--- src/rtl/neopixel_pkg.sv ---
// Shared types and default sizing for the NeoPixel frame sequencer and its pixel store.
package neopixel_pkg;

    localparam int GRB_W           = 24;
    localparam int DEF_NUM_PIXELS  = 18;
    localparam int DEF_LATCH_SLOTS = 14;
    localparam int DEF_ADDR_W      = 5;

    typedef struct packed {
        logic [7:0] g;
        logic [7:0] r;
        logic [7:0] b;
    } pixel_t;

    typedef enum logic [1:0] {
        SEQ_IDLE    = 2'd0,
        SEQ_FETCH   = 2'd1,
        SEQ_PRESENT = 2'd2
    } seq_state_e;

    // Address width that stays legal for degenerate depths of 0 or 1.
    function automatic int clog2_min1(input int n);
        return (n > 1) ? $clog2(n) : 1;
    endfunction

endpackage

--- src/rtl/neopixel_pixel_ram.sv ---
// Two-bank pixel store: one write port, one registered read port (EBR/distributed friendly).
module neopixel_pixel_ram
    import neopixel_pkg::*;
#(
    parameter int DEPTH = 2 * DEF_NUM_PIXELS,
    parameter int AW    = clog2_min1(DEPTH)
) (
    input  logic          clk,
    input  logic          wr_en_i,
    input  logic [AW-1:0] wr_addr_i,
    input  pixel_t        wr_data_i,
    input  logic          rd_en_i,
    input  logic [AW-1:0] rd_addr_i,
    output pixel_t        rd_data_o
);

    pixel_t mem_q [DEPTH];
    pixel_t rd_data_q;

    // No reset on the array or read register so the tools can map this to block RAM.
    always_ff @(posedge clk) begin
        if (wr_en_i) begin
            mem_q[wr_addr_i] <= wr_data_i;
        end
        if (rd_en_i) begin
            rd_data_q <= mem_q[rd_addr_i];
        end
    end

    assign rd_data_o = rd_data_q;

endmodule

--- src/rtl/neopixel_frame_seq.sv ---
// Frame sequencer feeding neopixel_tx_fsm: double-buffered GRB frame, pixel slots then latch slots,
// bank swaps only at frame boundaries.
//
//   state   | meaning
//   --------+-----------------------------------------------------------
//   IDLE    | no word offered; applies pending swap, starts frame on run
//   FETCH   | one-cycle RAM read of the current slot's pixel
//   PRESENT | word valid on neo_dIn, waiting for rd_next
module neopixel_frame_seq
    import neopixel_pkg::*;
#(
    parameter int NUM_PIXELS  = DEF_NUM_PIXELS,
    parameter int LATCH_SLOTS = DEF_LATCH_SLOTS,
    parameter int ADDR_W      = DEF_ADDR_W
) (
    input  logic              clk,
    input  logic              rst,
    input  logic              run,
    input  logic              wr_en,
    input  logic [ADDR_W-1:0] wr_addr,
    input  logic [GRB_W-1:0]  wr_data,
    input  logic              swap_req,
    output logic              swap_ack,
    output logic              frame_done,
    output logic [GRB_W-1:0]  neo_dIn,
    output logic              rgb_msgTyp,
    output logic              empty_flg,
    input  logic              rd_next
);

    localparam int TOTAL_SLOTS = NUM_PIXELS + LATCH_SLOTS;
    localparam int SLOT_W      = clog2_min1(TOTAL_SLOTS);
    localparam int RAM_DEPTH   = 2 * NUM_PIXELS;
    localparam int RAM_AW      = clog2_min1(RAM_DEPTH);

    localparam logic [SLOT_W-1:0] LAST_SLOT  = SLOT_W'(TOTAL_SLOTS - 1);
    localparam logic [SLOT_W:0]   NPIX_SLOT  = (SLOT_W + 1)'(NUM_PIXELS);
    localparam logic [ADDR_W:0]   NPIX_ADDR  = (ADDR_W + 1)'(NUM_PIXELS);
    localparam logic [RAM_AW-1:0] BANK1_BASE = RAM_AW'(NUM_PIXELS);

    localparam logic [1:0] ST_IDLE    = SEQ_IDLE;
    localparam logic [1:0] ST_FETCH   = SEQ_FETCH;
    localparam logic [1:0] ST_PRESENT = SEQ_PRESENT;

    logic [1:0]        state_q, state_d;
    logic [SLOT_W-1:0] idx_q, idx_d;
    logic              disp_bank_q, disp_bank_d;
    logic              swap_pending_q, swap_pending_d;
    logic              msg_typ_q, msg_typ_d;
    logic              swap_ack_q, swap_ack_d;
    logic              frame_done_q, frame_done_d;

    logic              is_pixel_slot;
    logic              pend_eff;
    logic              ram_rd_en;
    logic              ram_wr_en;
    logic [RAM_AW-1:0] ram_wr_addr;
    logic [RAM_AW-1:0] ram_rd_addr;
    pixel_t            ram_rd_data;
    logic [GRB_W-1:0]  ram_rd_word;

    assign is_pixel_slot = ({1'b0, idx_q} < NPIX_SLOT);
    // A request arriving in the very cycle a swap is applied is absorbed by that swap.
    assign pend_eff      = swap_pending_q | swap_req;

    // Writes always target the bank that is not on display this cycle.
    assign ram_wr_en   = wr_en && ({1'b0, wr_addr} < NPIX_ADDR);
    assign ram_wr_addr = (disp_bank_q ? '0 : BANK1_BASE) + RAM_AW'(wr_addr);
    assign ram_rd_addr = (disp_bank_q ? BANK1_BASE : '0) + RAM_AW'(idx_q);

    always_comb begin
        state_d        = state_q;
        idx_d          = idx_q;
        disp_bank_d    = disp_bank_q;
        swap_pending_d = pend_eff;
        msg_typ_d      = msg_typ_q;
        swap_ack_d     = 1'b0;
        frame_done_d   = 1'b0;
        ram_rd_en      = 1'b0;

        case (state_q)
            ST_IDLE: begin
                if (pend_eff) begin
                    disp_bank_d    = ~disp_bank_q;
                    swap_ack_d     = 1'b1;
                    swap_pending_d = 1'b0;
                end
                if (run) begin
                    idx_d   = '0;
                    state_d = ST_FETCH;
                end
            end
            ST_FETCH: begin
                ram_rd_en = is_pixel_slot;
                msg_typ_d = is_pixel_slot;
                state_d   = ST_PRESENT;
            end
            ST_PRESENT: begin
                if (rd_next) begin
                    if (idx_q == LAST_SLOT) begin
                        frame_done_d = 1'b1;
                        idx_d        = '0;
                        if (pend_eff) begin
                            disp_bank_d    = ~disp_bank_q;
                            swap_ack_d     = 1'b1;
                            swap_pending_d = 1'b0;
                        end
                        state_d = run ? ST_FETCH : ST_IDLE;
                    end else begin
                        idx_d   = idx_q + 1'b1;
                        state_d = ST_FETCH;
                    end
                end
            end
            default: begin
                state_d = ST_IDLE;
            end
        endcase
    end

    always_ff @(posedge clk) begin
        if (rst) begin
            state_q        <= ST_IDLE;
            idx_q          <= '0;
            disp_bank_q    <= 1'b0;
            swap_pending_q <= 1'b0;
            msg_typ_q      <= 1'b0;
            swap_ack_q     <= 1'b0;
            frame_done_q   <= 1'b0;
        end else begin
            state_q        <= state_d;
            idx_q          <= idx_d;
            disp_bank_q    <= disp_bank_d;
            swap_pending_q <= swap_pending_d;
            msg_typ_q      <= msg_typ_d;
            swap_ack_q     <= swap_ack_d;
            frame_done_q   <= frame_done_d;
        end
    end

    neopixel_pixel_ram #(
        .DEPTH (RAM_DEPTH),
        .AW    (RAM_AW)
    ) u_pixel_ram (
        .clk       (clk),
        .wr_en_i   (ram_wr_en),
        .wr_addr_i (ram_wr_addr),
        .wr_data_i (pixel_t'(wr_data)),
        .rd_en_i   (ram_rd_en),
        .rd_addr_i (ram_rd_addr),
        .rd_data_o (ram_rd_data)
    );

    // The RAM read register is the word holder; msg type gates it so latch slots and reset give zero.
    assign ram_rd_word = ram_rd_data;
    assign neo_dIn     = msg_typ_q ? ram_rd_word : '0;
    assign rgb_msgTyp  = msg_typ_q;
    assign empty_flg   = (state_q != ST_PRESENT);
    assign swap_ack    = swap_ack_q;
    assign frame_done  = frame_done_q;

endmodule

--- config.mk ---
export PLATFORM = sky130hd
export DESIGN_NAME = neopixel_frame_seq
export DESIGN_NICKNAME = d
export VERILOG_FILES = /design/src/rtl/neopixel_pkg.sv /design/src/rtl/neopixel_pixel_ram.sv /design/src/rtl/neopixel_frame_seq.sv
export SDC_FILE = /design/constraint.sdc
export NUM_CORES = 1
export LEC_CHECK = 0
export CAP_MARGIN = 20
export CORE_ASPECT_RATIO = 0.5
export CORE_MARGIN = 5
export CORE_UTILIZATION = 30
export DETAILED_ROUTE_END_ITERATION = 7
export PLACE_DENSITY = 0.4
export RECOVER_POWER = 100
export SYNTH_ARGS = -nofsm -noshare
export SYNTH_HDL_FRONTEND = slang
export SYNTH_HIERARCHICAL = 1
export SYNTH_SLANG_ARGS = --single-unit
--- constraint.sdc ---
create_clock -name clk -period 4.9 [get_ports clk]
set_clock_uncertainty 0.05 [all_clocks]
set_input_delay 1.47 -clock clk [delete_from_list [all_inputs] [get_ports clk]]
set_output_delay 1.47 -clock clk [all_outputs]
set_load 0.05 [all_outputs]
==> results.ini, run 1 <==
[pwr]
pwr-share-comb_pct = 8.2
p_leak_uw = 0.01246
p_switching_uw = 4158
p_clk_share_pct = 42.5
seqPwrFrac_pct = 49.3
switching_share_pct = 23.87
p_per_area_mw_per_mm2 = 421.0
p_int_uw = 13260
vdd_drop_max_mv = 0.2565

[clock_tree]
cts_tree = built
cts_resized = 0
postCtsSetupBuffers = 0
cts_hold_buffers = 0
clk_latency_ns = 0.70
cts_buffer_depth = 3
clkTransAtPathRegs_ns = 0.06
htree_levels = 3
cts.sinks = 900
cts-root-buf = clkbuf_16
numCtsBuffers = 88

[worst_setup_path]
cpPeakStageDelay_ns = 1.43
worstSetupStartpointType = flop
cp_cell_sequence = ha_1, ha_1, nor2b_2, clkbuf_2, buf_4, a22oi_1, a21oi_1, o41ai_1
crit_path_end_kind = flop
reg2reg_from = idx_q[1]
worst_path_most_repeated_cell = ha_1
timing.rr.end = u_pixel_ram/rd_data_o[6]
critPathSlowestCell = nor2b_2
path_max_fanout = 22
reg2reg_depth = 8
regToRegSetupSlack_ns = 0.31
worstPathRequired_ns = 5.20
crit_arrival_ns = 4.88
startpoint = idx_q[1]
critPathKind = flop to flop

[place]
detailed_place_hpwl_mm = 69.05
gp_congestion = 0.7862
pre_cts_ws_ns = 0.5998
dp_cells = 3523
portBuffers = 62

[timing]
setup_viol = 0
rsz0062_at_grt = false
hold_viol = 0
layout_setup_ws_ns = 0.3144
max_clock_freq_mhz = 218.1
hold_ws_ns = 0.5037
min_period_ns = 4.586
tns_ns = 0
slew_violations = 1195
period_share_pct = 93.58
max-slew-margin-rel_pct = -86.98
tightestPinTransition_ns = 2.805

[status]
status = finished, violations left
violations = capacitance limit, slew limit

[global_routing]
grt_pass1_vias = 18048
track_usage_pct = 17.00
grt_pass1_wl_mm = 149.6
gr-total-overflow = 0
antenna_found_initial = 11
grt_max_degree = 72

[hold_path]
holdPathEnd = idx_q[1]
min_path_type = flop to flop
worstHoldPathCells = 2
hold_path_startpoint = idx_q[1]

[die]
floorplan.rows = 89
die_w_um = 496.9
pin_count = 63
die_y_um = 253.4
die_area_mm2 = 0.1259
initial_core_util_pct = 30.18
coreArea_mm2 = 0.1178

[drt]
viasPerCell = 4.925
wl_per_cell_um = 29.52
met2RoutedLength_mm = 49.56
post-route-drc-count = 0
wl_mm = 109.0
wl_met1_mm = 51.36
dr.pass1.iters = 5
vias = 18182
top_layer = met5
dr.first_iter.drc_count = 1754
met3_length_mm = 5.682
antenna_left = 0

[final_layout]
area_growth_pct = 16.40
fin_util_pct = 35.13
layout-drive-gt1-share_pct = 14.89
fin_cells = 3692
fin_nets = 2065
fillerInstances = 11155

[synthesis]
netlist_area_mm2 = 0.03555
synth-main-ff-cell = edfxtp_1
async_flop_share_pct = 0
ys_ff_latch = 900
synth_edf_count = 888
syn_inst = 1881
syn_nets = 1925
yosysSeqAreaShare_pct = 75.68
ys_warn_count = 6
synth_cell_types = 50
synth.avg_cell_area_um2 = 18.90

[job]
cap_violations = 39

-- metal layers --
layer / vias to the layer above / global-route usage (%)
li1: 7966 / -
met1: 9670 / 24.29
met2: 411 / 26.65
met3: 131 / 3.451
met4: 4 / 4.189
met5: - / 0
-- power by group through the flow --
stage	sequential (uW)	combinational (uW)	clock, uW
floorplan	8720	805	0
global placement	8750	1500	0
detailed placement	8750	1500	0
CTS	8580	1500	7610
global route	8600	1490	7940
finish	8590	1420	7400
-- placed cells by master, fill, tap and decap left out, drive strengths merged, types with 4 or more instances in the layout --
master         synthesis  final
a211oi                 5      5
a21oi                 52     52
a221oi                48     48
a22o                  48     48
a22oi                 96     96
and2                  27     27
buf                   65     50
bufinv                 0     17
clkbuf                48    166
clkdlybuf4s50          0      8
clkinv                 0     38
clkinvlp               0     10
dfxtp                 12     12
diode                  0      4
dlygate4sd3            0     35
edfxtp               888    888
ha                     9      9
inv                    1      5
mux2i                385    385
mux4                  24     24
nand2                 30     30
nand2b                 5      5
nand3                  7      7
nand3b                 5      5
nor2                  44     44
o21ai                  4      4
o22ai                 24     24
o41ai                 24     24
or3                    4      4
-- area by class of cell --
class | instances | area [um^2] | area share [%]
Clock inverter | 69 | 889.6 | 2.150
Multi-Input combinational cell | 867 | 8020 | 19.38
Sequential cell | 900 | 26910 | 65.03
Tap cell | 1592 | 1992 | 4.813
Timing Repair Buffer | 163 | 1305 | 3.153
Inverter | 1 | 3.754 | 0.009070
Clock buffer | 96 | 2253 | 5.445
Antenna cell | 4 | 10.01 | 0.02419
-- worst max-delay path, delay by kind of cell, from the launching register on --
| kind | cells | cell delay (ns) |
|---|---|---|
| AND/OR/NAND/NOR | 1 | 1.43 |
| AO/OA/AOI/OAI | 3 | 0.72 |
| flip-flops | 1 | 0.34 |
| buffers and inverters | 2 | 1.06 |
| adder cells (fa/ha/maj) | 2 | 0.58 |
-- synth_stat cells (12+ instances only) --
cell type  instances  share of area (%)
a221oi_2          34                1.4
a22oi_1           96                2.0
and2_1            27               0.48
dfxtp_1           12               0.68
buf_4             23               0.49
a221oi_1          14               0.34
nor2_1            44               0.46
o22ai_1           24               0.42
buf_6             14               0.44
clkbuf_1          46               0.49
edfxtp_1         888                 75
o41ai_2           24                1.1
buf_2             13               0.18
a21oi_1           52               0.73
mux2i_1          384                 11
nand2_1           30               0.32
a22o_1            48                1.2
mux4_2            24                1.5
-- how the worst max path moves through the flow --
stage,endpoint,slack (ns),depth (start not counted)
final,u_pixel_ram/rd_data_o[6],0.31,8
after global routing,u_pixel_ram/mem_q[31][1],0.33,9
after CTS,neo_dIn[15],0.59,3
after detailed placement,u_pixel_ram/mem_q[1][13],0.60,6
after global placement,u_pixel_ram/mem_q[1][16],0.60,6
after floorplan,u_pixel_ram/mem_q[11][0],0.83,6
-- kinds of logic after synthesis --
kind of cell | synth area share, %
buffers and inverters | 2.020
AOI/OAI and AO/OA | 7.584
xor gates and xnor gates | 0.09855
DFF | 75.68
muxes | 12.40
and+or+nand+nor | 1.904
adders and majority gates | 0.3167
-- registers in the layout, indices dropped and copies added (netlist names) --
signal	count
disp_bank_q	1
frame_done	1
idx_q	5
rgb_msgTyp	1
state_q	2
swap_ack	1
swap_pending_q	1
u_pixel_ram/mem_q	864
u_pixel_ram/rd_data_o	24
-- stage by stage --
step                      total power [uW]  instance area [um^2]
after global routing                 18030                 41370
after detailed placement             10240                 38670
after CTS                            17690                 41810
after global placement               10250                 38670
after floorplan                       9529                 35550
final                                17420                 41380
No activity file was read; power rests on OpenSTA's default activity.
==> run 2, diff against run 1 <==
DONT_BUFFER_PORTS = 1   (was default)
==> results.ini, run 2 (synthesis results as in run 1) <==
[clock_tree]
cts_hold_buffers = 0  ; unchanged
clkTransAtPathRegs_ns = 0.06  ; about the same
cts_resized = 0  ; unchanged
clk_latency_ns = 0.69  ; about the same
htree_levels = 3  ; unchanged
cts.sinks = 900  ; unchanged
cts_tree = built
cts_buffer_depth = 3  ; unchanged
cts-root-buf = clkbuf_16
numCtsBuffers = 86  ; -2.3%
postCtsSetupBuffers = 0  ; unchanged

[worst_setup_path]
critPathKind = input pin to flop
cpPeakStageDelay_ns = 1.17  ; -0.26 ns
worstPathRequired_ns = 5.17  ; -0.03 ns
cp_top_family = simple AND/OR/NAND/NOR gates
crit_path_end_kind = flop
regToRegSetupSlack_ns = 0.65  ; +0.34 ns
worstSetupStartpointType = input pin
reg2reg_depth = 9  ; +1
path_max_fanout = 11  ; -50%
crit_arrival_ns = 4.62  ; -0.26 ns
reg2reg_from = disp_bank_q
crit_buf_inv = 2  ; unchanged
timing.rr.end = u_pixel_ram/mem_q[30][13]
cp_cell_sequence = ha_1, ha_1, a31o_2, nor2b_1, nand3_1, clkbuf_1, nor2_1, clkbuf_1
critPathSlowestCell = nor2_1

[timing]
max-slew-margin-rel_pct = -68.93  ; +18 points
min_period_ns = 4.351  ; -0.2344 ns
max_clock_freq_mhz = 229.8  ; +5.4%
setup_viol = 0  ; unchanged
period_share_pct = 88.80  ; -4.8 points
tightestPinTransition_ns = 2.534  ; -0.2708 ns
rsz0062_at_grt = false
tns_ns = 0  ; unchanged
slew_violations = 823  ; -31%
hold_viol = 0  ; unchanged
layout_setup_ws_ns = 0.5489  ; +0.2344 ns

[die]
die_area_mm2 = 0.1259  ; unchanged
initial_core_util_pct = 30.18  ; unchanged
coreArea_mm2 = 0.1178  ; unchanged
die_w_um = 496.9  ; unchanged
pin_count = 63  ; unchanged
die_y_um = 253.4  ; unchanged
floorplan.rows = 89  ; unchanged

[pwr]
total_power_uw = 16450  ; -5.6%
p_switching_uw = 3796  ; -8.7%
p_clk_share_pct = 40.6  ; -1.9 points
switching_share_pct = 23.08  ; -0.79 points
p_leak_uw = 0.01188  ; -4.7%
vdd_drop_max_mv = 0.2498  ; -2.6%
pwr-share-comb_pct = 7.2  ; -1.0 points
p_per_area_mw_per_mm2 = 407.9  ; -3.1%
seqPwrFrac_pct = 52.2  ; +2.9 points
p_int_uw = 12650  ; -4.6%

[status]
status = finished, violations left
violations = capacitance limit, slew limit

[hold_path]
min_path_type = flop to flop
hold_path_startpoint = swap_pending_q
worstHoldPathCells = 2  ; unchanged
holdPathEnd = swap_pending_q

[global_routing]
gr-total-overflow = 0  ; unchanged
track_usage_pct = 16.47  ; -0.52 points
grt_busiest_layer = met1
grt_max_degree = 66  ; -8.3%
grt_use_met2_pct = 24.15  ; -2.5 points
grt_pass1_vias = 17647  ; -2.2%
gr-usage-met3_pct = 3.800  ; +0.35 points
grtUsageMet1_pct = 24.86  ; +0.57 points
antenna_found_initial = 16  ; +5
grt_pass1_wl_mm = 145.7  ; -2.5%

[drt]
vias = 17827  ; -2.0%
dr.first_iter.drc_count = 1671  ; -4.7%
wl_mm = 105.0  ; -3.6%
antenna_left = 0  ; unchanged
viasPerCell = 4.957  ; +0.67%
post-route-drc-count = 0  ; unchanged
dr.pass1.iters = 5  ; unchanged
wl_per_cell_um = 29.21  ; -1.0%

[final_layout]
fin_nets = 1977  ; -4.3%
regArea_mm2 = 0.02691  ; about the same
fillerInstances = 11198  ; +0.39%
largest_register_ffs = 864  ; unchanged
stdcell_area_mm2 = 0.04032  ; -2.6%
multiInputGateArea_mm2 = 0.008070  ; +0.62%
top_register = u_pixel_ram/mem_q
layout-drive-gt1-share_pct = 13.49  ; -1.4 points
area_growth_pct = 13.41
final_common_cell = edfxtp_1
final_cell_mix = edfxtp_1 (888), mux2i_1 (384), a22oi_1 (96)

[job]
cap_violations = 34  ; -13%

[place]
detailed_place_hpwl_mm = 63.89  ; -7.5%
pre_cts_ws_ns = 0.9170  ; +0.3172 ns
gp_congestion = 0.7289  ; -7.3%
portBuffers = 0  ; -100%
placed_area_mm2 = 0.03790  ; -2.0%

[run 2: worst max path at each step]
stage	slack [ns]	cells after the start	from	to
detailed placement	0.92	4	wr_addr[1]	u_pixel_ram/mem_q[10][0]
finish	0.55	8	wr_addr[1]	u_pixel_ram/mem_q[30][13]
global placement	0.95	4	wr_addr[1]	u_pixel_ram/mem_q[10][17]
global route	0.43	8	wr_addr[1]	u_pixel_ram/mem_q[29][4]
CTS	0.85	1	rgb_msgTyp	neo_dIn[5]
floorplan	0.83	6	wr_addr[1]	u_pixel_ram/mem_q[11][0]
[run 2: cell type report]
class | count | share of cell area, %
well taps | 1592 | 4.940
multi-input cells | 867 | 20.01
flip-flops and latches | 900 | 66.74
inverters | 1 | 0.009309
clock buffers | 105 | 5.567
clock inverters | 52 | 1.266
diodes | 2 | 0.01241
repair buffers | 77 | 1.452
[run 2: worst reg2reg max path: stages (launching register included)]
cell,delay [ns]
dfxtp_1,0.38
inv_1,0.23
ha_1,0.29
ha_1,0.21
a31o_2,0.25
nor2b_1,0.23
nand3_1,0.12
clkbuf_1,0.40
nor2_1,1.17
clkbuf_1,0.58
[run 2: metrics by stage]
stage               instances  utilization, %  hold slack (ns)
floorplan                1881               -           0.4482
global route             3594           34.22           0.5519
detailed placement       3437           32.17           0.4922
global placement         3437           32.17           0.4909
finish                   3596           34.23           0.5021
CTS                      3594           34.51           0.5079
[run 2: power by group through the flow]
| stage | registers (uW) | logic (uW) | clock network [uW] |
|---|---|---|---|
| after detailed placement | 8750 | 1220 | 0 |
| after CTS | 8590 | 1220 | 6870 |
| final | 8590 | 1180 | 6680 |
| after global routing | 8590 | 1250 | 7210 |
| after floorplan | 8720 | 805 | 0 |
| after global placement | 8750 | 1220 | 0 |
[run 2: metal layers]
| layer | vias up | wire (um) |
|---|---|---|
| met1 | 9448 | 51370 |
| met2 | 472 | 45330 |
| met5 | - | 17 |
| met4 | 4 | 1636 |
| li1 | 7797 | - |
| met3 | 106 | 6692 |
==> run 3, diff against run 2 <==
ABC_CLOCK_PERIOD_IN_PS = 4900   (was default)
REMOVE_ABC_BUFFERS = 1   (was default)
==> results.ini, run 3 (synthesis results as in run 1) <==
[place]
pre_cts_ws_ns = 0.9610  ; +0.04403 ns
dp_cells = 3461  ; +0.70%
portBuffers = 0  ; unchanged
detailed_place_hpwl_mm = 65.29  ; +2.2%
gp_congestion = 0.7803  ; +7.1%

[worst_setup_path]
regToRegSetupSlack_ns = 0.61  ; -0.04 ns
timing.rr.end = u_pixel_ram/mem_q[32][23]
cpPeakStageDelay_ns = 1.91  ; +0.74 ns
worst_path_most_repeated_cell = ha_1
reg2reg_depth = 5  ; -4
worstPathRequired_ns = 5.08  ; -0.09 ns
crit_path_end_kind = flop
crit_arrival_ns = 4.56  ; -0.06 ns
critPathKind = input pin to flop
cp_top_family = simple AND/OR/NAND/NOR gates
reg2reg_from = disp_bank_q
worstSetupStartpointType = input pin
crit_buf_inv = 0  ; -2
critPathSlowestCell = nor2_1
cp_cell_sequence = ha_1, ha_1, or3_1, nor2_1
path_max_fanout = 24  ; +13

[hold_path]
holdPathEnd = swap_pending_q
hold_path_startpoint = swap_pending_q
min_path_type = flop to flop
worstHoldPathCells = 2  ; unchanged

[clock_tree]
clkTransAtPathRegs_ns = 0.07  ; about the same
cts-root-buf = clkbuf_16
cts_tree = built
cts_hold_buffers = 0  ; unchanged
cts_resized = 0  ; unchanged
cts_buffer_depth = 3  ; unchanged
numCtsBuffers = 88  ; +2.3%
cts.sinks = 900  ; unchanged
postCtsSetupBuffers = 0  ; unchanged
clk_latency_ns = 0.68  ; about the same
htree_levels = 3  ; unchanged

[drt]
wl_mm = 105.2  ; +0.18%
antenna_left = 0  ; unchanged
dr.pass1.iters = 5  ; unchanged
post-route-drc-count = 0  ; unchanged
vias = 17829  ; +0.011%
dr.first_iter.drc_count = 1527  ; -8.6%
viasPerCell = 4.914  ; -0.87%
wl_per_cell_um = 29.01  ; -0.71%

[timing]
tightestPinTransition_ns = 2.766  ; +0.2323 ns
setup_viol = 0  ; unchanged
max_clock_freq_mhz = 228.1  ; -0.73%
rsz0062_at_grt = false
period_share_pct = 89.45  ; +0.66 points
max-slew-margin-rel_pct = -84.42  ; -15 points
hold_ws_ns = 0.5072  ; +0.005088 ns
layout_setup_ws_ns = 0.5167  ; -0.03214 ns
slew_violations = 640  ; -22%
hold_viol = 0  ; unchanged
min_period_ns = 4.383  ; +0.03214 ns

[pwr]
p_int_uw = 12730  ; +0.62%
vdd_drop_max_mv = 0.2535  ; +1.5%
pwr-share-comb_pct = 7.6  ; +0.4 points
seqPwrFrac_pct = 51.9  ; -0.3 points
p_leak_uw = 0.01208  ; +1.7%
p_switching_uw = 3829  ; +0.86%
switching_share_pct = 23.12  ; +0.042 points
p_per_area_mw_per_mm2 = 407.8  ; about the same
p_clk_share_pct = 40.5  ; about the same

[final_layout]
regArea_mm2 = 0.02691  ; unchanged
fin_cells = 3628  ; +0.89%
top_register = u_pixel_ram/mem_q
area_growth_pct = 14.19
fillerInstances = 11230  ; +0.29%
fin_nets = 2003  ; +1.3%
layout-drive-gt1-share_pct = 14.77  ; +1.3 points
multiInputGateArea_mm2 = 0.007990  ; -0.99%
fin_util_pct = 34.46  ; +0.23 points
final_common_cell = edfxtp_1
final_cell_mix = edfxtp_1 (888), mux2i_1 (384), a22oi_1 (96)
largest_register_ffs = 864  ; unchanged

[job]
cap_violations = 27  ; -21%

[die]
coreArea_mm2 = 0.1178  ; unchanged
die_w_um = 496.9  ; unchanged
initial_core_util_pct = 30.18  ; unchanged
floorplan.rows = 89  ; unchanged
die_area_mm2 = 0.1259  ; unchanged
pin_count = 63  ; unchanged
die_y_um = 253.4  ; unchanged

[status]
status = finished, violations left
violations = capacitance limit, slew limit

[global_routing]
grt_pass1_wl_mm = 146.3  ; +0.40%
antenna_found_initial = 12  ; -4
grt_pass1_vias = 17752  ; +0.60%
track_usage_pct = 16.49  ; about the same
grt_max_degree = 51  ; -23%
gr-total-overflow = 0  ; unchanged

run 3: cell types whose count changed in the layout (fill, tap and decap cells not counted), moves of 2 or more:
cell       before  now
buf_12         12   19
buf_4          27   53
clkbuf_1       56   50
clkbuf_16      87   90
clkinv_1       21   17
diode_2         2    5
inv_6           0    2
nor2_1         13   23
nor2_4         30   20
run 3: power by group through the flow:
| stage | clock [uW] | sequential [uW] | combinational [uW] |
|---|---|---|---|
| after floorplan | 0 | 8830 | 1050 |
| after global placement | 0 | 8750 | 1310 |
| after detailed placement | 0 | 8750 | 1300 |
| after CTS | 6930 | 8590 | 1310 |
| after global routing | 7270 | 8590 | 1330 |
| final | 6710 | 8590 | 1260 |
run 3: worst max-delay path by stage:
stage,end,cells past startpoint,slack (ns),from
final,u_pixel_ram/mem_q[32][23],4,0.52,wr_addr[1]
after detailed placement,u_pixel_ram/mem_q[33][23],4,0.96,wr_addr[1]
after CTS,neo_dIn[1],1,1.04,rgb_msgTyp
after floorplan,disp_bank_q,6,-10.95,idx_q[0]
after global placement,u_pixel_ram/mem_q[32][2],4,0.96,wr_addr[1]
after global routing,u_pixel_ram/mem_q[29][20],8,0.52,wr_addr[1]
run 3: cell type report:
class                           instances  share of cell area [%]
Antenna cell                            5                 0.03082
Clock buffer                          112                   5.751
Clock inverter                         50                   1.146
Inverter                                1                0.009246
Multi-Input combinational cell        867                   19.68
Sequential cell                       900                   66.29
Tap cell                             1592                   4.906
Timing Repair Buffer                  101                   2.188
run 3: worst reg2reg max path, cell delays in order, from the launching register on:
cell and delay (ns):
dfxtp_1 0.38, inv_1 0.23, ha_1 0.30, ha_1 0.37, or3_1 0.59, nor2_1 1.91
run 3: per-stage QoR:
step	instance area, um^2	setup TNS [ns]	total power (uW)
floorplan	34840	-363.61	9874
global placement	38160	0	10060
detailed placement	38160	0	10060
CTS	40960	0	16830
global route	40590	0	17180
finish	40600	0	16560
run 3: per-layer routing:
| layer | track usage [%] | routed length (um) | vias to the layer above |
|---|---|---|---|
| li1 | - | - | 7863 |
| met1 | 24.73 | 51800 | 9475 |
| met2 | 25.00 | 46400 | 392 |
| met3 | 3.481 | 5662 | 99 |
| met4 | 2.634 | 1364 | 0 |
| met5 | 0 | 0 | - |
